$ cat config.mk
export PLATFORM = sky130hd
export DESIGN_NAME = ld_proj_to_affine
export DESIGN_NICKNAME = d
export VERILOG_FILES = /design/src/rtl/ld_proj_to_affine.sv
export SDC_FILE = /design/constraint.sdc
export NUM_CORES = 1
export LEC_CHECK = 0
export CAP_MARGIN = 5
export CORE_ASPECT_RATIO = 1.75
export CORE_MARGIN = 2
export CORE_UTILIZATION = 55
export CTS_BUF_LIST = sky130_fd_sc_hd__clkbuf_4
export DETAILED_ROUTE_END_ITERATION = 16
export GPL_ROUTABILITY_DRIVEN = 0
export PLACE_DENSITY = 0.85
export SETUP_SLACK_MARGIN = 0.1
export SYNTH_ARGS = -nofsm -noshare
export SYNTH_HDL_FRONTEND = slang
export SYNTH_SLANG_ARGS = --single-unit
$ cat constraint.sdc
create_clock -name clk -period 4.5 [get_ports clk]
set_clock_uncertainty 0.2 [all_clocks]
set_input_delay 1.35 -clock clk [delete_from_list [all_inputs] [get_ports clk]]
set_output_delay 1.35 -clock clk [all_outputs]
set_load 0.02 [all_outputs]
$ cat src/rtl/ld_proj_to_affine.sv
// ld_proj_to_affine: converts a Lopez-Dahab projective point (X,Y,Z) over
// GF(2^M) to affine coordinates x = X/Z, y = Y/Z^2. Z^-1 is obtained by
// Fermat inversion Z^(2^M-2), computed sequentially with one square and one
// multiply per cycle. One conversion is in flight at a time.
//
// Ports:
//   clk, rst_n            clock, synchronous active-low reset
//   in_valid / in_ready   input handshake (in_ready decoded from state)
//   X_in, Y_in, Z_in      projective coordinates, M bits each
//   out_valid / out_ready output handshake
//   out_x, out_y          affine coordinates, M bits each
//   out_inf               input was the point at infinity (Z==0)
module ld_proj_to_affine #(
    parameter int unsigned M    = 3,
    parameter logic [M-1:0] POLY = M'(3'b011)
) (
    input  logic         clk,
    input  logic         rst_n,
    input  logic         in_valid,
    output logic         in_ready,
    input  logic [M-1:0] X_in,
    input  logic [M-1:0] Y_in,
    input  logic [M-1:0] Z_in,
    output logic         out_valid,
    input  logic         out_ready,
    output logic [M-1:0] out_x,
    output logic [M-1:0] out_y,
    output logic         out_inf
);

    localparam int unsigned CW = $clog2(M) + 1;

    localparam logic [1:0] S_IDLE = 2'd0;
    localparam logic [1:0] S_INV  = 2'd1;
    localparam logic [1:0] S_CONV = 2'd2;
    localparam logic [1:0] S_DONE = 2'd3;

    // Shift-and-add GF(2^M) multiply, reducing by x^M + POLY after each shift.
    function automatic logic [M-1:0] gf_mul(input logic [M-1:0] a, input logic [M-1:0] b);
        logic [M-1:0] r;
        logic         msb;
        r = '0;
        for (int i = int'(M) - 1; i >= 0; i--) begin
            msb = r[M-1];
            r   = {r[M-2:0], 1'b0};
            if (msb)  r = r ^ POLY;
            if (b[i]) r = r ^ a;
        end
        return r;
    endfunction

    logic [1:0]    state, state_d;
    logic [M-1:0]  x_q, x_d;
    logic [M-1:0]  y_q, y_d;
    logic          zero_q, zero_d;
    logic [M-1:0]  t_q, t_d;
    logic [M-1:0]  acc_q, acc_d;
    logic [CW-1:0] cnt_q, cnt_d;
    logic [M-1:0]  out_x_d, out_y_d;
    logic          out_inf_d, out_valid_d;
    logic [M-1:0]  t_sq, inv2;

    assign in_ready = (state == S_IDLE);
    assign t_sq     = gf_mul(t_q, t_q);
    assign inv2     = gf_mul(acc_q, acc_q);

    // Next-state and datapath update.
    always_comb begin
        state_d     = state;
        x_d         = x_q;
        y_d         = y_q;
        zero_d      = zero_q;
        t_d         = t_q;
        acc_d       = acc_q;
        cnt_d       = cnt_q;
        out_x_d     = out_x;
        out_y_d     = out_y;
        out_inf_d   = out_inf;
        out_valid_d = out_valid;
        case (state)
            S_IDLE: begin
                if (in_valid) begin
                    x_d     = X_in;
                    y_d     = Y_in;
                    zero_d  = (Z_in == '0);
                    t_d     = Z_in;
                    acc_d   = M'(1);
                    cnt_d   = CW'(1);
                    state_d = S_INV;
                end
            end
            S_INV: begin
                // acc accumulates Z^(2+4+..+2^cnt); after M-1 steps it is Z^-1.
                t_d   = t_sq;
                acc_d = gf_mul(acc_q, t_sq);
                cnt_d = cnt_q + CW'(1);
                if (cnt_q == CW'(M - 1)) state_d = S_CONV;
            end
            S_CONV: begin
                // Z==0 yields acc==0, so both coordinates fall out as zero.
                out_x_d     = gf_mul(x_q, acc_q);
                out_y_d     = gf_mul(y_q, inv2);
                out_inf_d   = zero_q;
                out_valid_d = 1'b1;
                state_d     = S_DONE;
            end
            S_DONE: begin
                if (out_ready) begin
                    out_valid_d = 1'b0;
                    state_d     = S_IDLE;
                end
            end
            default: state_d = S_IDLE;
        endcase
    end

    // State and data registers.
    always_ff @(posedge clk) begin
        if (!rst_n) begin
            state     <= S_IDLE;
            x_q       <= '0;
            y_q       <= '0;
            zero_q    <= 1'b0;
            t_q       <= '0;
            acc_q     <= '0;
            cnt_q     <= '0;
            out_x     <= '0;
            out_y     <= '0;
            out_inf   <= 1'b0;
            out_valid <= 1'b0;
        end else begin
            state     <= state_d;
            x_q       <= x_d;
            y_q       <= y_d;
            zero_q    <= zero_d;
            t_q       <= t_d;
            acc_q     <= acc_d;
            cnt_q     <= cnt_d;
            out_x     <= out_x_d;
            out_y     <= out_y_d;
            out_inf   <= out_inf_d;
            out_valid <= out_valid_d;
        end
    end

endmodule

---- Yosys cells after proc, flatten, opt, wreduce, memory -nomap -nowiden ----
Index checks and enable logic that the tools add are counted.
word-level totals
  register bits ........................... 26
  bits in latches ......................... 0
  bits in writable memories ............... 0
  ROM bits ................................ 0
  input bits .............................. 13
  output and inout port bits .............. 9
  logic and storage cells ................. 95
  memories ................................ 0
operators by class
  add/subtract/negate cells ............... 1
  multiply operators ...................... 0
  div/mod/pow operators ................... 0
  magnitude comparators ................... 0
  eq/ne operators ......................... 7
  shift-type cells ........................ 0
  multiplexer cells ....................... 48
  bitwise gates (word level) .............. 20
  reduce and logical (&&, ||, !) cells .... 8
operators with widths
  kind                   number
  $mux W3                29
  $xor A3 B3 Y3          10
  $mux W2                13
  $not A2 Y2             10
  $pmux W3 S2            3
  $pmux W2 S4            1
  $ne A2 B2 Y1 const B   3
  $reduce_and A2 Y1      3
  $eq A2 B2 Y1 const B   2
  $reduce_bool A2 Y1     2
  $add A3 B1 Y3 const B  1
  $eq A3 B2 Y1 const B   1
  $logic_not A3 Y1       1
  $reduce_and A3 Y1      1
  $eq A2 B1 Y1 const B   1
  $logic_not A2 Y1       1
  $pmux W1 S2            1
  $mux W1                1

---- Longest topological paths before layout ----
  word-level depth ........................ 23
  depth in mapped cells ................... 8
  gate-level depth less buffers ........... 7

---- Worst setup path before layout ----
OpenSTA, ideal clock, no wires.
  kind .................................... input to register
  start ................................... input port in_valid
  end ..................................... register state[1]
  setup time .............................. 116 ps
  data arrival time ....................... 2092 ps
  data required time ...................... 4184 ps
  path slack .............................. 2092 ps
  cell stages on the path ................. 5
  buffers on the path ..................... 0
  cells stage by stage .................... nand2b_1 o21ai_0 a21oi_1 mux2i_1 nor2b_1
between the ends
  longest elaborated chain between the ends .. 2
RTL lines
  what                                RTL line  RTL
  from (decl)                         19        input logic in_valid,
  $ne A2 B2 Y1 (no source line)       -
  $reduce_and A3 Y1 (no source line)  -
  to (signal assigned)                132       state <= state_d;
  to (decl)                           52        logic [1:0] state, state_d;
Every way passes these cells.
A chain may end at the register's enable or synchronous reset.

---- Worst setup path in the final report ----
  start ................................... register state[0]
  end ..................................... output port in_ready
between the ends
  longest elaborated chain between the ends .. 1
RTL lines
  what              RTL line  RTL
  $logic_not A2 Y1  63        assign in_ready = (state == S_IDLE);
  to (decl)         20        output logic in_ready,
Every way passes these cells.

==> impl_metrics.yaml <==
global_route:
  grt_usage_pct: 22.33
  antenna_found_initial: 0
  grt_pass1_vias: 1421
  grt_pass1_wl_mm: 6.341
  grt_start_max_net_pins: 26
  grt_overflow_total: 0
synth:
  synth_area_leaders: "dfxtp_1 29%, nand2_1 7.7%, mux2i_1 7.2%"
  netlist.area_leader.share_pct: 28.97
  ys_seq_elements: 26
  ys_types: 39
  syn-num-nets: 246
  ys_async_sr_fraction_pct: 0
  syn_inst: 224
  synthMuxAreaShare_pct: 9.123
  synth-adder-area-share_pct: 6.267
  synthXorXnorAreaFrac_pct: 10.10
  netlist_area_um2: 1797
  yosys.area_share.simple_pct: 21.80
  synth_top_family_by_area: "simple AND/OR/NAND/NOR gates"
  synth_common_cells: "37 x nand2_1, 26 x dfxtp_1, 13 x mux2i_1, 13 x xnor2_1, 12 x clkbuf_1"
  synth_compound_area_share_pct: 17.83
  yosysMostFrequentCell: "nand2_1"
  synth_edf_count: 0
  yosysSeqAreaShare_pct: 28.97
  syn_area_per_cell_um2: 8.021
  synth_ff_type: "dfxtp_1"
  yosysTopAreaCell: "dfxtp_1"
  ys_warn_count: 0
min_path:
  min_to: "out_y[2]"
  min_from: "out_y[2]"
  holdPathStages: 2
  hp-class: "flip-flop to flip-flop"
sta:
  fin_crit_ps: 3279
  setup_viol: 0
  relSlewSlack_pct: 44.14
  rsz0062_at_grt: "false"
  drv_slew: 0
  fmax_mhz: 305.0
  setup_tns_ps: 0
  tightest_slew_ps: 836.8
  finalHoldViolCount: 0
  fin_crit_sh_pct: 72.86
route:
  vias: 1525
  wl_per_cell_um: 13.03
  wirelength_mm: 3.583
  drtPass1Iterations: 6
  drc_errors: 0
  first_iter_violations: 19
  antenna_violating_nets_post_route: 0
  viasPerCell: 5.545
floorplanning:
  die_height_um: 79.61
  die_w_um: 47.21
  pin_count: 22
  start_util_pct: 57.19
  core-area_um2: 3142
  die_area_um2: 3758
  num_rows: 27
layout:
  nets: 255
  drive_gt1_share_pct: 5.603
  syn_to_final_growth_pct: 13.58
  n_fill_cell: 271
  n_antenna_cell: 0
  final_util_pct: 64.95
clock_network:
  cts_tree: "done"
  cts_resized: 0
  cts_buffers: 3
  cts_buffer_depth: 2
  numClockSinks: 26
  clock_latency_ps: 320
  hold_buffers: 0
  cts_root_buffer: "clkbuf_4"
  cts_max_level: 1
  post_cts_buffers: 0
  cts.reportedPaths.clkPinSlew_ps: 150
worst_setup_path:
  crit_path_top_delay_cell: "clkdlybuf4s50_1"
  critPathCaptureType: "output pin"
  r2r_cells: 6
  arrival_ps: 1730
  worstPathCellList: "inv_1 > ha_1 > clkdlybuf4s50_1"
  cpPeakStageDelay_ps: 650
  r2r_end: "out_y[1]"
  crit_required_ps: 2950
  crit_path_start_kind: "flip-flop"
  crit_type: "flip-flop to output pin"
  path_max_fanout: 7
  reg2reg_slack_ps: 2080
  rr_startpoint: "acc_q[2]"
power_and_ir_drop:
  p_per_area_nw_per_um2: 501.7
  finalPower_mw: 1.024
  sequentialPowerShare_pct: 36.6
  power_switching_mw: 0.4290
  vdd_drop_max_v: 0.0004813
  swShare_pct: 41.91
  p_int_mw: 0.5947
  p_clk_share_pct: 15.6
  power_leakage_nw: 0.7405
  pwr-share-comb_pct: 47.7
placement:
  port_buffers: 21
  dp_hpwl_mm: 2.734
run_status:
  status: "finished, final reports clean"
run:
  drv_cap: 0
-- cell type report --
cell class	instances	area [um^2]	share of cell area [%]
clock buffer	3	22.52	1.104
clock inverter	1	30.03	1.471
inverter	7	26.28	1.288
multi-input combinational	173	1170	57.33
sequential	26	520.5	25.51
tap	43	53.80	2.636
timing repair buffer	22	217.7	10.67
-- layer usage --
layer | up-vias | wire, um | global-route usage (%)
li1 | 775 | - | -
met1 | 715 | 1536 | 28.73
met2 | 29 | 1918 | 36.58
met3 | 6 | 73 | 2.262
met4 | 0 | 54 | 8.889
met5 | - | 0 | 0
-- layout by cell type (no fill, tap or decap), types with 2 or more instances in the layout --
cell type	synthesis	layout
ha_1	9	9
nor2_1	10	10
nor3_1	3	3
nor2b_1	8	8
a211oi_1	2	2
o2111ai_1	2	2
mux2_2	3	3
nand2_1	37	37
a21boi_0	8	8
nor3b_1	2	2
and2_1	4	4
nand3b_1	5	5
nand2b_1	4	4
clkbuf_4	0	3
xor2_1	4	4
a22oi_1	2	2
xnor2_1	13	13
o211a_1	2	2
clkdlybuf4s50_1	0	21
mux2i_1	13	13
o21ai_0	10	10
o221a_2	2	2
o22ai_1	2	2
dfxtp_1	26	26
nand3_1	7	7
a21oi_1	11	11
inv_1	7	7
-- critical path: cells and delay by family, from the launching register on --
kind / cells / cell delay [ps]
buffers and inverters: 2 / 740
DFF: 1 / 380
adders and majority gates: 1 / 290
-- worst max path at each step --
stage	from	slack, ps	depth (start not counted)	endpoint
after global routing	state[1]	1160	3	in_ready
after detailed placement	in_valid	1460	6	t_q[1]
final	state[0]	1220	3	in_ready
after global placement	in_valid	1470	5	zero_q
after floorplan	in_valid	2090	5	state[1]
after CTS	state[1]	1220	3	in_ready
-- logic make-up (layout without fill, tap and decap cells) --
group                    count (synthesis)  count (layout)
flip-flops                              26              26
multiplexers                            16              16
XOR/XNOR                                19              19
buffers and inverters                   25              33
AND/OR/NAND/NOR                         82              82
AO/OA/AOI/OAI                           47              47
adder cells (fa/ha/maj)                  9               9
-- power by group through the flow --
stage               sequential, mW  clock, mW  combinational, mW
finish                       0.375      0.160              0.489
global route                 0.386      0.172              0.548
CTS                          0.374      0.165              0.492
detailed placement           0.380          0              0.489
global placement             0.377          0              0.479
floorplan                    0.327          0              0.434
-- registers in the layout (all words and copies together), names as in the netlist, 2 cells and up --
register / flops
out_y: 3
t_q: 3
y_q: 3
cnt_q: 3
out_x: 3
state: 2
acc_q: 3
x_q: 3
-- metrics by stage --
step                      hold slack, ps  std cells  cell area (um^2)  worst slack (ps)
final                              298.8        275              2041              1221
after global routing               354.2        275              2041              1157
after CTS                          305.4        275              2041              1216
after detailed placement           279.4        271              1988              1463
after global placement             268.1        271              1988              1472
after floorplan                    278.8        224              1797              2092
Power figures use the tool's default switching activity.
